**src/rtl/pipe_skid_reg_pkg.sv**
```systemverilog
// Shared definitions for the posedge elastic pipeline register: state encoding,
// default payload width and a state-to-occupancy helper.
package pipe_skid_reg_pkg;

    localparam int SKID_DEFAULT_WIDTH = 32;

    typedef enum logic [1:0] {
        SKID_EMPTY = 2'b00,
        SKID_ONE   = 2'b01,
        SKID_FULL  = 2'b10
    } skid_state_t;

    // Occupancy implied by a state; unknown encodings read as empty.
    function automatic logic [1:0] skid_count(input skid_state_t s);
        case (s)
            SKID_ONE:  return 2'd1;
            SKID_FULL: return 2'd2;
            default:   return 2'd0;
        endcase
    endfunction

endpackage

```
**src/rtl/pipe_skid_reg.sv**
```systemverilog
// Two-entry skid pipeline register with valid/ready handshake. All outputs,
// including in_ready, are registered decodes of the next state.
module pipe_skid_reg
    import pipe_skid_reg_pkg::*;
#(
    parameter int WIDTH = SKID_DEFAULT_WIDTH
) (
    input  logic             clk,
    input  logic             clr,
    input  logic             flush,
    input  logic             in_valid,
    output logic             in_ready,
    input  logic [WIDTH-1:0] in_data,
    output logic             out_valid,
    input  logic             out_ready,
    output logic [WIDTH-1:0] out_data,
    output logic [1:0]       count
);

    skid_state_t      state_reg;
    skid_state_t      state_next;
    logic [WIDTH-1:0] main_reg;
    logic [WIDTH-1:0] main_next;
    logic [WIDTH-1:0] skid_reg;
    logic [WIDTH-1:0] skid_next;
    logic             in_ready_reg;
    logic             out_valid_reg;
    logic [1:0]       count_reg;

    logic push;
    logic pop;

    assign push = in_valid & in_ready_reg;
    assign pop  = out_valid_reg & out_ready;

    always_comb begin
        state_next = state_reg;
        main_next  = main_reg;
        skid_next  = skid_reg;

        case (state_reg)
            SKID_EMPTY: begin
                if (push) begin
                    state_next = SKID_ONE;
                    main_next  = in_data;
                end
            end
            SKID_ONE: begin
                if (push && !pop) begin
                    state_next = SKID_FULL;
                    skid_next  = in_data;
                end else if (push && pop) begin
                    main_next  = in_data;
                end else if (pop) begin
                    state_next = SKID_EMPTY;
                end
            end
            SKID_FULL: begin
                // in_ready is low here, so only a pop can move the state.
                if (pop) begin
                    state_next = SKID_ONE;
                    main_next  = skid_reg;
                end
            end
            default: begin
                state_next = SKID_EMPTY;
            end
        endcase

        // A squash empties the stage but leaves the data registers untouched.
        if (flush) begin
            state_next = SKID_EMPTY;
            main_next  = main_reg;
            skid_next  = skid_reg;
        end
    end

    always_ff @(posedge clk or posedge clr) begin
        if (clr) begin
            state_reg     <= SKID_EMPTY;
            main_reg      <= '0;
            skid_reg      <= '0;
            in_ready_reg  <= 1'b1;
            out_valid_reg <= 1'b0;
            count_reg     <= 2'd0;
        end else begin
            state_reg     <= state_next;
            main_reg      <= main_next;
            skid_reg      <= skid_next;
            in_ready_reg  <= (state_next != SKID_FULL);
            out_valid_reg <= (state_next == SKID_ONE) || (state_next == SKID_FULL);
            count_reg     <= skid_count(state_next);
        end
    end

    assign in_ready  = in_ready_reg;
    assign out_valid = out_valid_reg;
    assign out_data  = main_reg;
    assign count     = count_reg;

endmodule

```
**config.mk**
```make
export PLATFORM = sky130hd
export DESIGN_NAME = pipe_skid_reg
export DESIGN_NICKNAME = d
export VERILOG_FILES = /design/src/rtl/pipe_skid_reg_pkg.sv /design/src/rtl/pipe_skid_reg.sv
export SDC_FILE = /design/constraint.sdc
export NUM_CORES = 1
export LEC_CHECK = 0
export CORE_MARGIN = 1
export CORE_UTILIZATION = 45
export DETAILED_ROUTE_END_ITERATION = 8
export GPL_TIMING_DRIVEN = 0
export PLACE_DENSITY_LB_ADDON = 0.3
export SLEW_MARGIN = 10
export SYNTH_ARGS = -nofsm -noshare
export SYNTH_HDL_FRONTEND = slang
export SYNTH_SLANG_ARGS = --single-unit
```
**constraint.sdc**
```tcl
create_clock -name clk -period 2.15 [get_ports clk]
set_clock_uncertainty 0.05 [all_clocks]
set_input_delay 0.3225 -clock clk [delete_from_list [all_inputs] [get_ports clk]]
set_output_delay 0.3225 -clock clk [all_outputs]
set_load 0.005 [all_outputs]
```
==> impl_metrics.env, run 1 <==
export IMPL_grt_pass1_vias=1958
export IMPL_grt_start_max_net_pins=51
export IMPL_rsz0062_at_grt="false"
export IMPL_synth_avg_cell_area_um2=15.7
export IMPL_path_clk_slew_ns=0.07
export IMPL_post_cts_repair_setup_buffers=0
export IMPL_path_class="reg -> reg"
export IMPL_placed_area_mm2=0.00390
export IMPL_rr_worst_depth=6
export IMPL_arrival_ns=2.20
export IMPL_ys_warn_count=0
export IMPL_violations="design-rule violations"
export IMPL_antenna_found_initial=0
export IMPL_crit_reg2reg_capture="out_valid"
export IMPL_ant_nets=0
export IMPL_die_area_mm2=0.00713
export IMPL_p_total_mw=4.84
export IMPL_post_cts_resized=0
export IMPL_grt_pass1_wl_um=9380
export IMPL_root_buffer="clkbuf_8"
export IMPL_ys_seq_area_share_pct=57.3
export IMPL_fp_dieW_um=84.4
export IMPL_ctsHoldBuffers=0
export IMPL_setup_viol=0
export IMPL_io_pins=73
export IMPL_placedCellCount=345
export IMPL_syn_inst=195
export IMPL_dpl_hpwl_um=3870
export IMPL_initial_core_util_pct=47.3
export IMPL_htree_num_levels=3
export IMPL_area_growth_pct=33.4
export IMPL_cts_made_buffers=9
export IMPL_routed_wl_um=5540
export IMPL_ys_ff_latch=70
export IMPL_place_congestion=0.766
export IMPL_slowest_stage="dfstp_2"
export IMPL_core_area_mm2=0.00646
export IMPL_powerDensity_mw_per_mm2=1190
export IMPL_finalSetupTns_ns=0
export IMPL_drive_gt1_share_pct=42.6
export IMPL_layout_common_cells="mux2_2 (92), clkdlybuf4s50_1 (72), dfrtp_1 (69)"
export IMPL_worstPathRequired_ns=2.32
export IMPL_cp_cell_sequence="nand3b_1, a211oi_4, buf_6, a31oi_1, ha_1, inv_1"
export IMPL_portBuffers=72
export IMPL_crit_family="compound AO/OA/AOI/OAI gates"
export IMPL_reg2reg_slack_ns=0.13
export IMPL_timing_rr_start="in_ready"
export IMPL_antenna_cells=0
export IMPL_layout_commonest_cell="mux2_2"
export IMPL_dp_worst_setup_slack_ns=-0.197
export IMPL_fin_util_pct=63.1
export IMPL_cp_max_fo=10
export IMPL_synth_area_leaders="dfrtp_1 (56%), mux2_2 (34%), mux2_1 (1.5%)"
export IMPL_cp_buffers_inverters=2
export IMPL_drv_slew=0
export IMPL_max_slew_worst_pin_slew_ns=0.495
export IMPL_timing_fmax_mhz=494
export IMPL_yosys_area_top_type_share_pct=56.5
export IMPL_max_cap_violations=0
export IMPL_worstSetupStartpointType="register"
export IMPL_instances_no_fill=359
export IMPL_routedWlPerCell_um=15.4
export IMPL_die_h_um=84.4
export IMPL_first_iter_violations=60
export IMPL_cp_end_kind="register"
export IMPL_overflow=0
export IMPL_clock_sinks=70
export IMPL_row_count=29
export IMPL_vias=1854
export IMPL_cpPeakStageDelay_ns=0.56
export IMPL_total_leakage_power_nw=1.73
export IMPL_vias_per_cell=5.16
export IMPL_drt_first_pass_iters=8
export IMPL_period_minus_slack_ns=2.02
export IMPL_period_share_pct=94.1
export IMPL_timing_slew_headroom_pct=66.9
export IMPL_syn_area_mm2=0.00306
export IMPL_final_hold_viol_count=0
export IMPL_cts_tree="yes"
export IMPL_setup_ws_ns=0.128
export IMPL_nets=319
export IMPL_clk_insertion_delay_late_ns=0.33
export IMPL_synth_fp_nets=235
export IMPL_synth_top_area_cell="dfrtp_1"
export IMPL_design_area_mm2=0.00408
export IMPL_grt_usage_pct=17.1
export IMPL_clockBufferDepth=2
export IMPL_hp_class="in -> async"
export IMPL_ys_types=20
export IMPL_outcome="finished with violations"
export IMPL_drc=5
export IMPL_whs_ns=0.240
export IMPL_ir_worst_vdd_mv=0.681
where the power goes:
group	switching (mW)	internal, mW
registers	0.306	1.95
clock network	0.440	0.499
logic	0.478	1.17
total	1.22	3.62
area by class of cell:
type / instances / area [um2]
Inverter: 3 / 13.8
Tap cell: 77 / 96.3
Clock buffer: 13 / 169
Sequential cell: 70 / 1750
Multi-Input combinational cell: 113 / 1230
Clock inverter: 1 / 5.00
Fill cell: 509 / 2380
Buffer: 9 / 63.8
Timing Repair Buffer: 73 / 748
metal layers:
layer	vias up	track usage [%]	part of all wire, %
met5	-	0	0
met3	12	4.23	5.4
met4	0	8.32	2.0
met1	927	22.1	44
li1	865	-	-
met2	50	27.3	48
synthesized netlist by cell type:
library cell,instances
mux2_2,92
dfrtp_1,69
buf_2,6
mux2_1,4
buf_6,3
ha_1,3
inv_1,3
nor2b_1,3
a211oi_4,1
a21oi_1,1
a2bb2oi_1,1
a31o_2,1
a31oi_1,1
dfstp_2,1
nand2_1,1
nand2b_1,1
nand3b_1,1
nand4_2,1
o21a_1,1
o21ai_0,1
worst max path at each step:
stage              from           end  slack, ns  depth (start not counted)
2_1_floorplan       clr      count[0]       0.01                          1
3_3_place_gp        clr  out_data[20]      -1.21                          2
3_5_place_dp   in_valid     out_valid      -0.20                          7
4_1_cts        in_ready     out_valid        0.1                          6
5_1_grt        in_ready     out_valid       0.03                          6
6_report       in_ready     out_valid       0.13                          6
kinds of logic after synthesis:
group | Yosys count | synth area share [%]
AO/OA/AOI/OAI | 7 | 2.01
adder cells (fa/ha/maj) | 3 | 1.23
buffers and inverters | 12 | 2.46
flip-flops | 70 | 57.3
multiplexers | 96 | 35.4
AND/OR/NAND/NOR | 7 | 1.60
worst reg2reg max path, stage by stage (launching register included):
cell	delay (ns)
dfstp_2	0.56
nand3b_1	0.13
a211oi_4	0.51
buf_6	0.23
a31oi_1	0.08
ha_1	0.32
inv_1	0.04
(Power assumes the default switching activity.)
==> run 2, diff against run 1 <==
--- a/config.mk
+++ b/config.mk
@@ -8,9 +8,10 @@
 export CORE_MARGIN = 1
 export CORE_UTILIZATION = 45
 export DETAILED_ROUTE_END_ITERATION = 8
+export GPL_ROUTABILITY_DRIVEN = 0
 export GPL_TIMING_DRIVEN = 0
-export PLACE_DENSITY_LB_ADDON = 0.3
-export SLEW_MARGIN = 10
+export PLACE_DENSITY = 0.86
+export SLEW_MARGIN = 20
 export SYNTH_ARGS = -nofsm -noshare
 export SYNTH_HDL_FRONTEND = slang
 export SYNTH_SLANG_ARGS = --single-unit
==> run 2 against run 1 <==
The flow still finishes with violations (design-rule violations). Clock-buffer cell count shrank 1. Sequential power is essentially flat. Total power grew 2.8%. Setup slack lost 0.011 ns. Utilization grew 0.29 points. Flip-flop and latch count is the same. Critical endpoint unchanged. Largest cell class unchanged.
==> impl_metrics.env, run 2 (synthesized netlist as in run 1, its figures left out) <==
export IMPL_dpl_hpwl_um=4040
export IMPL_drv_slew=0
export IMPL_cp_end_kind="register"
export IMPL_io_pins=73
export IMPL_post_cts_resized=0
export IMPL_initial_core_util_pct=47.3
export IMPL_htree_num_levels=3
export IMPL_rsz0062_at_grt="false"
export IMPL_nets=319
export IMPL_routed_wl_um=5730
export IMPL_drt_first_pass_iters=6
export IMPL_wl_met3_um=374
export IMPL_ir_worst_vdd_mv=0.708
export IMPL_clock_sinks=70
export IMPL_cp_max_fo=10
export IMPL_powerDensity_mw_per_mm2=1220
export IMPL_arrival_ns=2.23
export IMPL_timing_slew_headroom_pct=65.8
export IMPL_first_iter_violations=29
export IMPL_whs_ns=0.272
export IMPL_post_cts_repair_setup_buffers=0
export IMPL_area_growth_pct=34.0
export IMPL_timing_fmax_mhz=492
export IMPL_slowest_stage="dfstp_2"
export IMPL_period_minus_slack_ns=2.03
export IMPL_overflow=0
export IMPL_routedWlPerCell_um=15.9
export IMPL_vias_per_cell=5.16
export IMPL_instances_no_fill=361
export IMPL_worstPathRequired_ns=2.34
export IMPL_die_h_um=84.4
export IMPL_setup_viol=0
export IMPL_route_top_layer_used="met4"
export IMPL_ctsHoldBuffers=0
export IMPL_ant_nets=0
export IMPL_clockBufferDepth=2
export IMPL_row_count=29
export IMPL_cpPeakStageDelay_ns=0.57
export IMPL_grt_pass1_vias=1967
export IMPL_layout_common_cells="mux2_2 (92), clkdlybuf4s50_1 (72), dfrtp_1 (69)"
export IMPL_drive_gt1_share_pct=43.0
export IMPL_hp_class="in -> async"
export IMPL_die_area_mm2=0.00713
export IMPL_antenna_cells=0
export IMPL_portBuffers=72
export IMPL_worstSetupStartpointType="register"
export IMPL_grt_start_max_net_pins=40
export IMPL_cts_made_buffers=9
export IMPL_cts_tree="yes"
export IMPL_period_share_pct=94.6
export IMPL_max_cap_violations=0
export IMPL_path_clk_slew_ns=0.07
export IMPL_placedCellCount=345
export IMPL_fp_dieW_um=84.4
export IMPL_violations="design-rule violations"
export IMPL_root_buffer="clkbuf_8"
export IMPL_antenna_found_initial=0
export IMPL_drc=8
export IMPL_grt_usage_pct=17.4
export IMPL_clk_insertion_delay_late_ns=0.34
export IMPL_final_hold_viol_count=0
export IMPL_grt_pass1_wl_um=9360
export IMPL_cp_cell_sequence="nand3b_1, a211oi_4, buf_6, a31oi_1, ha_1, inv_1"
export IMPL_vias=1863
export IMPL_met1_length_um=2490
export IMPL_max_slew_worst_pin_slew_ns=0.511
export IMPL_outcome="finished with violations"
export IMPL_total_leakage_power_nw=1.75
export IMPL_route_met2_wl_um=2760
export IMPL_core_area_mm2=0.00646
export IMPL_path_class="reg -> reg"
export IMPL_layout_commonest_cell="mux2_2"
-- run 2: cell count changes in the layout (fill, tap and decap cells not counted) --
cell,previous run,this run
bufinv_16,0,1
clkinv_2,1,3
clkbuf_8,12,11
buf_16,1,0
buf_12,0,1
-- run 2: final timing paths --
check | startpoint | to | slack [ns] | cells past startpoint
setup / recovery | in_ready | out_valid | 0.12 | 6
max in group asynchronous | clr | in_ready | 1.18 | 3
min in group clk | out_data[0] | out_data[0] | 0.44 | 1
hold / removal | clr | out_data[8] | 0.27 | 2
setup reg to reg | in_ready | out_valid | 0.12 | 6
hold reg to reg | out_data[0] | out_data[0] | 0.44 | 1
-- run 2: area by class of cell --
| type | instances | area, um2 |
|---|---|---|
| multi-input cells | 113 | 1230 |
| well taps | 77 | 96.3 |
| clock inverters | 4 | 45.0 |
| fillers | 519 | 2360 |
| inverters | 3 | 13.8 |
| flip-flops and latches | 70 | 1750 |
| clock buffers | 12 | 155 |
| plain buffers | 9 | 63.8 |
| repair buffers | 73 | 741 |
-- run 2: metrics by stage --
| stage | setup slack, ns | area [um2] | total power [mW] | TNS [ns] | utilization (%) |
|---|---|---|---|---|---|
| final | 0.117 | 4100 | 4.98 | 0 | 63.4 |
| after global routing | 0.0199 | 4100 | 5.28 | 0 | 63.4 |
| after CTS | 0.0811 | 4100 | 5.05 | 0 | 63.4 |
| after detailed placement | -0.214 | 3900 | 3.96 | -4.39 | 60.3 |
| after global placement | -1.17 | 3870 | 3.86 | -83.53 | 60.0 |
| after floorplan | 0.0109 | 3060 | 3.03 | 0 | - |
-- run 2: per-layer routing --
metal / global-route usage [%] / vias to the layer above
met5: 0 / -
met3: 6.59 / 11
met4: 7.55 / 0
li1: - / 866
met1: 21.0 / 933
met2: 28.1 / 53
-- run 2: worst max-delay path, delay by kind of cell (launching register included) --
family / cells / cell delay, ns
compound gates: 2 / 0.60
fa+ha+maj: 1 / 0.31
buf+inv: 2 / 0.26
flops: 1 / 0.57
simple gates: 1 / 0.13
-- run 2: power breakdown --
group	switching, mW	total (mW)	internal [mW]
logic	0.486	1.66	1.17
clock network	0.469	1.06	0.594
registers	0.313	2.26	1.95
